--- src/rtl/rr_arbiter_pkg.sv ---
// ============================================================================
// Module   : rr_arbiter_pkg
// Brief    : Shared state encoding for the round-robin arbiter.
// Revision : 1.0 - initial release
// ============================================================================
`default_nettype none

package rr_arbiter_pkg;

    typedef enum logic [0:0] {
        RR_IDLE = 1'b0,
        RR_OWN  = 1'b1
    } rr_state_t;

    // Advance a requester index by one with wrap at n (n need not be a power of two).
    function automatic int unsigned rr_next_idx(input int unsigned idx, input int unsigned n);
        return (idx >= n - 1) ? 0 : idx + 1;
    endfunction

endpackage : rr_arbiter_pkg

`default_nettype wire

--- src/rtl/rr_arbiter_pick.sv ---
// ============================================================================
// Module   : rr_pick
// Brief    : Combinational rotating-priority search over a doubled request vector.
// Revision : 1.0 - initial release
// ============================================================================
`default_nettype none

module rr_pick #(
    parameter int N     = 8,
    parameter int ENC_W = $clog2(N)
) (
    input  logic [N-1:0]     i_req,
    input  logic [ENC_W-1:0] i_ptr,
    output logic [N-1:0]     o_pick,
    output logic [ENC_W-1:0] o_idx,
    output logic             o_any
);

    logic [2*N-1:0] w_req2;
    logic [2*N-1:0] w_hit;
    logic           w_found;

    // Masking the lower copy below ptr makes the first hit the next requester in rotation.
    always_comb begin
        w_req2  = {i_req, i_req};
        w_hit   = '0;
        w_found = 1'b0;
        o_pick  = '0;
        o_idx   = '0;
        for (int j = 0; j < 2 * N; j++) begin
            w_hit[j] = w_req2[j] && (j >= int'(i_ptr));
        end
        for (int j = 0; j < 2 * N; j++) begin
            if (!w_found && w_hit[j]) begin
                w_found        = 1'b1;
                o_idx          = ENC_W'(j % N);
                o_pick[j % N]  = 1'b1;
            end
        end
        o_any = w_found;
    end

endmodule : rr_pick

`default_nettype wire

--- src/rtl/rr_arbiter.sv ---
// ============================================================================
// Module   : rr_arbiter
// Brief    : Round-robin arbiter with lock and optional weighted bursts
//            (enable with macro RR_ARBITER_WEIGHT_EN).
// Revision : 1.0 - initial release
// ============================================================================
`default_nettype none

module rr_arbiter
    import rr_arbiter_pkg::*;
#(
    parameter  int N     = 8,
    parameter  int WT_W  = 4,
    localparam int ENC_W = $clog2(N)
) (
    input  logic              clk,
    input  logic              rst_n,
    input  logic              ce,
    input  logic [N-1:0]      req,
    input  logic [N-1:0]      lock,
    input  logic [N*WT_W-1:0] weight,
    output logic [N-1:0]      grant,
    output logic [ENC_W-1:0]  grant_enc,
    output logic              grant_vld
);

    localparam logic [ENC_W-1:0] c_LAST = ENC_W'(N - 1);

    rr_state_t        r_state,  w_nxt_state;
    logic [N-1:0]     r_grant,  w_nxt_grant;
    logic [ENC_W-1:0] r_enc,    w_nxt_enc;
    logic [ENC_W-1:0] r_ptr,    w_nxt_ptr;
    logic [ENC_W-1:0] w_inc_ptr;
    logic [ENC_W-1:0] w_pick_ptr;
    logic [N-1:0]     w_pick;
    logic [ENC_W-1:0] w_pick_idx;
    logic             w_pick_any;
    logic             w_cnt_zero;

    assign w_inc_ptr  = (r_enc == c_LAST) ? '0 : r_enc + 1'b1;
    assign w_pick_ptr = (r_state == RR_OWN) ? w_inc_ptr : r_ptr;

    rr_pick #(
        .N     (N),
        .ENC_W (ENC_W)
    ) u_pick (
        .i_req  (req),
        .i_ptr  (w_pick_ptr),
        .o_pick (w_pick),
        .o_idx  (w_pick_idx),
        .o_any  (w_pick_any)
    );

`ifdef RR_ARBITER_WEIGHT_EN
    logic [WT_W-1:0] r_cnt, w_nxt_cnt, w_quota;

    // A zero weight still earns one cycle of ownership.
    always_comb begin
        w_quota = '0;
        for (int k = 0; k < N; k++) begin
            if (w_pick_idx == ENC_W'(k)) begin
                w_quota = (weight[k*WT_W +: WT_W] == '0) ? '0 : weight[k*WT_W +: WT_W] - 1'b1;
            end
        end
    end

    assign w_cnt_zero = (r_cnt == '0);
`else
    logic w_unused_weight;
    assign w_unused_weight = ^weight;
    assign w_cnt_zero      = 1'b1;
`endif

    always_comb begin
        w_nxt_state = r_state;
        w_nxt_grant = r_grant;
        w_nxt_enc   = r_enc;
        w_nxt_ptr   = r_ptr;
`ifdef RR_ARBITER_WEIGHT_EN
        w_nxt_cnt   = r_cnt;
`endif
        case (r_state)
            RR_IDLE: begin
                if (w_pick_any) begin
                    w_nxt_state = RR_OWN;
                    w_nxt_grant = w_pick;
                    w_nxt_enc   = w_pick_idx;
`ifdef RR_ARBITER_WEIGHT_EN
                    w_nxt_cnt   = w_quota;
`endif
                end
            end
            RR_OWN: begin
                if (lock[r_enc]) begin
                    w_nxt_state = RR_OWN;
                end else if (req[r_enc] && !w_cnt_zero) begin
`ifdef RR_ARBITER_WEIGHT_EN
                    w_nxt_cnt   = r_cnt - 1'b1;
`endif
                end else begin
                    // Release and hand over at the same edge; the old owner ranks last.
                    w_nxt_ptr = w_inc_ptr;
                    if (w_pick_any) begin
                        w_nxt_grant = w_pick;
                        w_nxt_enc   = w_pick_idx;
`ifdef RR_ARBITER_WEIGHT_EN
                        w_nxt_cnt   = w_quota;
`endif
                    end else begin
                        w_nxt_state = RR_IDLE;
                        w_nxt_grant = '0;
`ifdef RR_ARBITER_WEIGHT_EN
                        w_nxt_cnt   = '0;
`endif
                    end
                end
            end
            default: begin
                w_nxt_state = RR_IDLE;
                w_nxt_grant = '0;
            end
        endcase
    end

    always_ff @(posedge clk or negedge rst_n) begin
        if (!rst_n) begin
            r_state <= RR_IDLE;
            r_grant <= '0;
            r_enc   <= '0;
            r_ptr   <= '0;
`ifdef RR_ARBITER_WEIGHT_EN
            r_cnt   <= '0;
`endif
        end else if (ce) begin
            r_state <= w_nxt_state;
            r_grant <= w_nxt_grant;
            r_enc   <= w_nxt_enc;
            r_ptr   <= w_nxt_ptr;
`ifdef RR_ARBITER_WEIGHT_EN
            r_cnt   <= w_nxt_cnt;
`endif
        end
    end

    assign grant     = r_grant;
    assign grant_enc = r_enc;
    assign grant_vld = (r_state == RR_OWN);

endmodule : rr_arbiter

`default_nettype wire

--- config.mk ---
export PLATFORM = sky130hd
export DESIGN_NAME = rr_arbiter
export DESIGN_NICKNAME = d
export VERILOG_FILES = /design/src/rtl/rr_arbiter_pkg.sv /design/src/rtl/rr_arbiter_pick.sv /design/src/rtl/rr_arbiter.sv
export SDC_FILE = /design/constraint.sdc
export NUM_CORES = 1
export LEC_CHECK = 0
export BUFFER_PORTS_ARGS = -buffer_cell sky130_fd_sc_hd__buf_2
export CORE_MARGIN = 10
export CORE_UTILIZATION = 46
export CTS_BUF_LIST = sky130_fd_sc_hd__clkbuf_8
export DETAILED_ROUTE_END_ITERATION = 8
export GPL_TIMING_DRIVEN = 0
export PLACE_DENSITY = 0.8
export RECOVER_POWER = 25
export SLEW_MARGIN = 20
export SYNTH_ARGS = -nofsm -noshare
export SYNTH_HDL_FRONTEND = slang
export SYNTH_HIERARCHICAL = 1
export SYNTH_SLANG_ARGS = --single-unit
--- constraint.sdc ---
create_clock -name clk -period 3.1 [get_ports clk]
set_input_delay 0.465 -clock clk [delete_from_list [all_inputs] [get_ports clk]]
set_output_delay 0.465 -clock clk [all_outputs]
set_load 0.1 [all_outputs]
==> flow_summary_export.csv <==
group,metric,value,unit
sta,fin_ws,0.137,ns
placement,dpl.hpwl,2430,µm
clock_network,cts_tree,"yes",
detailed_routing,drc,0,
yosys,synth_top_area_share,32.6,%
floorplan,rows,18,
yosys,ys_seq_elements,15,
placement,place_inst,170,
sta,rsz0062_at_grt,"no",
power_and_ir_drop,power_leakage,0.682,nW
placement,place_congestion,0.799,
power_and_ir_drop,irDropWorstVdd,0.775,mV
detailed_routing,vias_per_cell,5.90,
yosys,syn_nets,164,
yosys,yosys.cell_types.count,47,
setup_path,cp_cell_sequence,"ha_1, ha_1, mux2_4, nand2_1, o221ai_2, and2b_4, nand2_4, or3_4, o211a_4, buf_8, mux2_4",
yosys,yosysMostFrequentCell,"dfrtp_1",
grt,grt-ovfl-total,0,
grt,grt_pass1_wl,5070,µm
floorplan,die_w,70.1,µm
sta,fin_crit,2.96,ns
outcome,status,"completed",
floorplan,io_pins,63,
yosys,synthesis.area,1150,µm²
floorplan,core,2430,µm²
detailed_routing,drtAntennaViolNets,0,
final_layout,layout.cells.non_filler,176,
worst_hold_path,hold_class,"input pin to async pin",
grt,grt.total_usage,12.3,%
detailed_routing,wl,3080,µm
grt,grt_max_degree,16,
final_layout,antenna_cells,0,
floorplan,start_util,47.4,%
sta,worstMarginPinSlew,0.789,ns
detailed_routing,vias,1039,
setup_path,cp.arrival,3.10,ns
clock_network,insertion_delay,0.25,ns
clock_network,clk_pin_slew_worst_paths,0.06,ns
sta,hold_viol_final,0,
yosys,synthCells,111,
clock_network,cts-root-buf,"clkbuf_8",
yosys,ys.flop_type,"dfrtp_1",
setup_path,start_kind,"register",
detailed_routing,first_pass_iters,4,
power_and_ir_drop,p_per_area,1380,nW/µm²
setup_path,worstPathRequired,3.24,ns
final_layout,syn_to_final_growth,23.3,%
grt,grt_pass1_vias,1040,
clock_network,clockBufferDepth,2,
yosys,synth_common_cells,"15 x dfrtp_1, 8 x a22o_2, 7 x nand2_1, 7 x nor2_1",
grt,antenna_found_initial,0,
placement,portBuffers,29,
sta,min_period_over_period,95.6,%
clock_network,cts-buffers-inserted,3,
sta,maxSlewHeadroom,47.4,%
sta,maxSlewViolCount,0,
floorplan,die_h,70.1,µm
sta,clock_skew,0.00522,ns
sta,fmax,338,MHz
final_layout,drive_gt1_share,51.4,%
yosys,synth_top_area_cell,"dfrtp_1",
clock_network,cts_num_sinks,15,
job,maxCapViolations,0,
floorplan,die-area,4910,µm²
detailed_routing,wl_per_cell,17.5,µm
yosys,yosysSeqAreaShare,32.6,%
yosys,avgSynthCellArea,10.4,µm²
yosys,synth_edf_count,0,
detailed_routing,drt-initial-drc-count,65,
setup_path,cp_slowest_cell,"dfrtp_4",
sta,setup_viol,0,
clock_network,cts_max_level,1,
placement,dp_slack,-0.141,ns
setup_path,path_class,"register to register",
setup_path,critPathMaxFanout,11,
yosys,synthTopCellsByArea,"dfrtp_1 33%, a22o_2 6.9%, mux2_2 5.9%",
yosys,ys_async_sr_fraction,100,%
final_layout,nets,200,
clock_network,hold_buffers,0,
setup_path,max_stage_delay,0.51,ns
setup_path,critPathCaptureType,"register",
setup_path,rrSetupSlack,0.14,ns
yosys,synth_warnings,6,
==> final timing paths <==
kind | from | to | cells after the start
worst max-delay path | grant_enc[0] | grant_enc[0] | 11
worst min-delay path | rst_n | grant[5] | 1
worst max register to register | grant_enc[0] | grant_enc[0] | 11
worst min register to register | grant[2] | grant[2] | 1
max in group asynchronous | rst_n | grant_enc[0] | 1
min in group clk | ce | grant_vld | 2
==> per-layer routing <==
layer  wire, µm  track usage, %  vias to the layer above
met1       1280            13.9                      492
met4         74            5.26                        0
met3        225            2.68                        9
met2       1500            21.7                       42
li1           -               -                      496
met5          0               0                        -
==> stage by stage <==
step           power (mW)  TNS [ns]  instance area, µm²  util [%]  hold slack [ns]
2_1_floorplan        1.47         0                1160         -            0.169
3_3_place_gp         1.68    -0.608                1340      55.2            0.378
3_5_place_dp         1.73     -1.14                1340      55.2            0.385
4_1_cts              1.91         0                1400      57.4            0.116
5_1_grt              2.07         0                1420      58.4            0.369
6_report             1.96         0                1420      58.4            0.271
==> power by group <==
group          leakage, nW  total (mW)  switching [mW]  internal, mW
logic                0.471        1.44           0.921         0.516
registers            0.186       0.364          0.0780         0.286
clock network       0.0255       0.157          0.0682        0.0890
==> cells by family (layout without fill, tap and decap cells) <==
logic type	Yosys count	count (layout)	share of synthesized area [%]
muxes	12	12	16.0
DFF	15	15	32.6
and+or+nand+nor	36	36	18.5
AOI/OAI and AO/OA	37	37	26.1
adders and majority gates	2	2	2.17
buffers and inverters	9	44	4.78
==> timing repair <==
action	CTS	global route
setup buffers	1	2
pin swaps	1	0
resized for setup	1	3
setup endpoints to repair	10	10
hold endpoints to repair	0	0
==> sequential cells by signal, summed over array words and instances (netlist names) <==
signal     cells
r_ptr          3
grant_vld      1
grant_enc      3
grant          8
==> area by class of cell <==
cell class,instances,area (µm²)
multi-input combinational,87,738
clock inverter,1,5.00
inverter,5,18.8
tap,30,37.5
buffer,3,31.3
timing repair buffer,32,166
clock buffer,3,41.3
sequential,15,383
fill,205,1010
==> cell usage in the layout (no fill, tap or decap), types with 2 or more instances in the layout <==
| cell | Yosys | routed |
|---|---|---|
| o21ai_0 | 6 | 6 |
| nand3_1 | 2 | 2 |
| buf_4 | 0 | 3 |
| mux4_1 | 2 | 2 |
| and3_2 | 3 | 3 |
| a22o_2 | 8 | 8 |
| dfrtp_1 | 15 | 11 |
| dfrtp_2 | 0 | 3 |
| nor3_1 | 2 | 2 |
| clkbuf_8 | 0 | 3 |
| nand2b_1 | 2 | 2 |
| a41oi_1 | 2 | 2 |
| nor2_1 | 7 | 7 |
| or3_1 | 3 | 2 |
| buf_2 | 2 | 29 |
| a21oi_1 | 5 | 5 |
| o2111ai_1 | 2 | 2 |
| ha_1 | 2 | 2 |
| inv_1 | 5 | 5 |
| nand2_1 | 7 | 7 |
| mux2_4 | 2 | 4 |
| mux2_2 | 6 | 4 |
==> critical path, delay by kind of cell (launching register included) <==
family	cells	cell delay, ns
compound gates	2	0.38
fa+ha+maj	2	0.51
buf+inv	1	0.14
flops	1	0.51
mux	2	0.51
simple gates	4	0.79
Note: power is estimated with default switching activity, not from simulation.
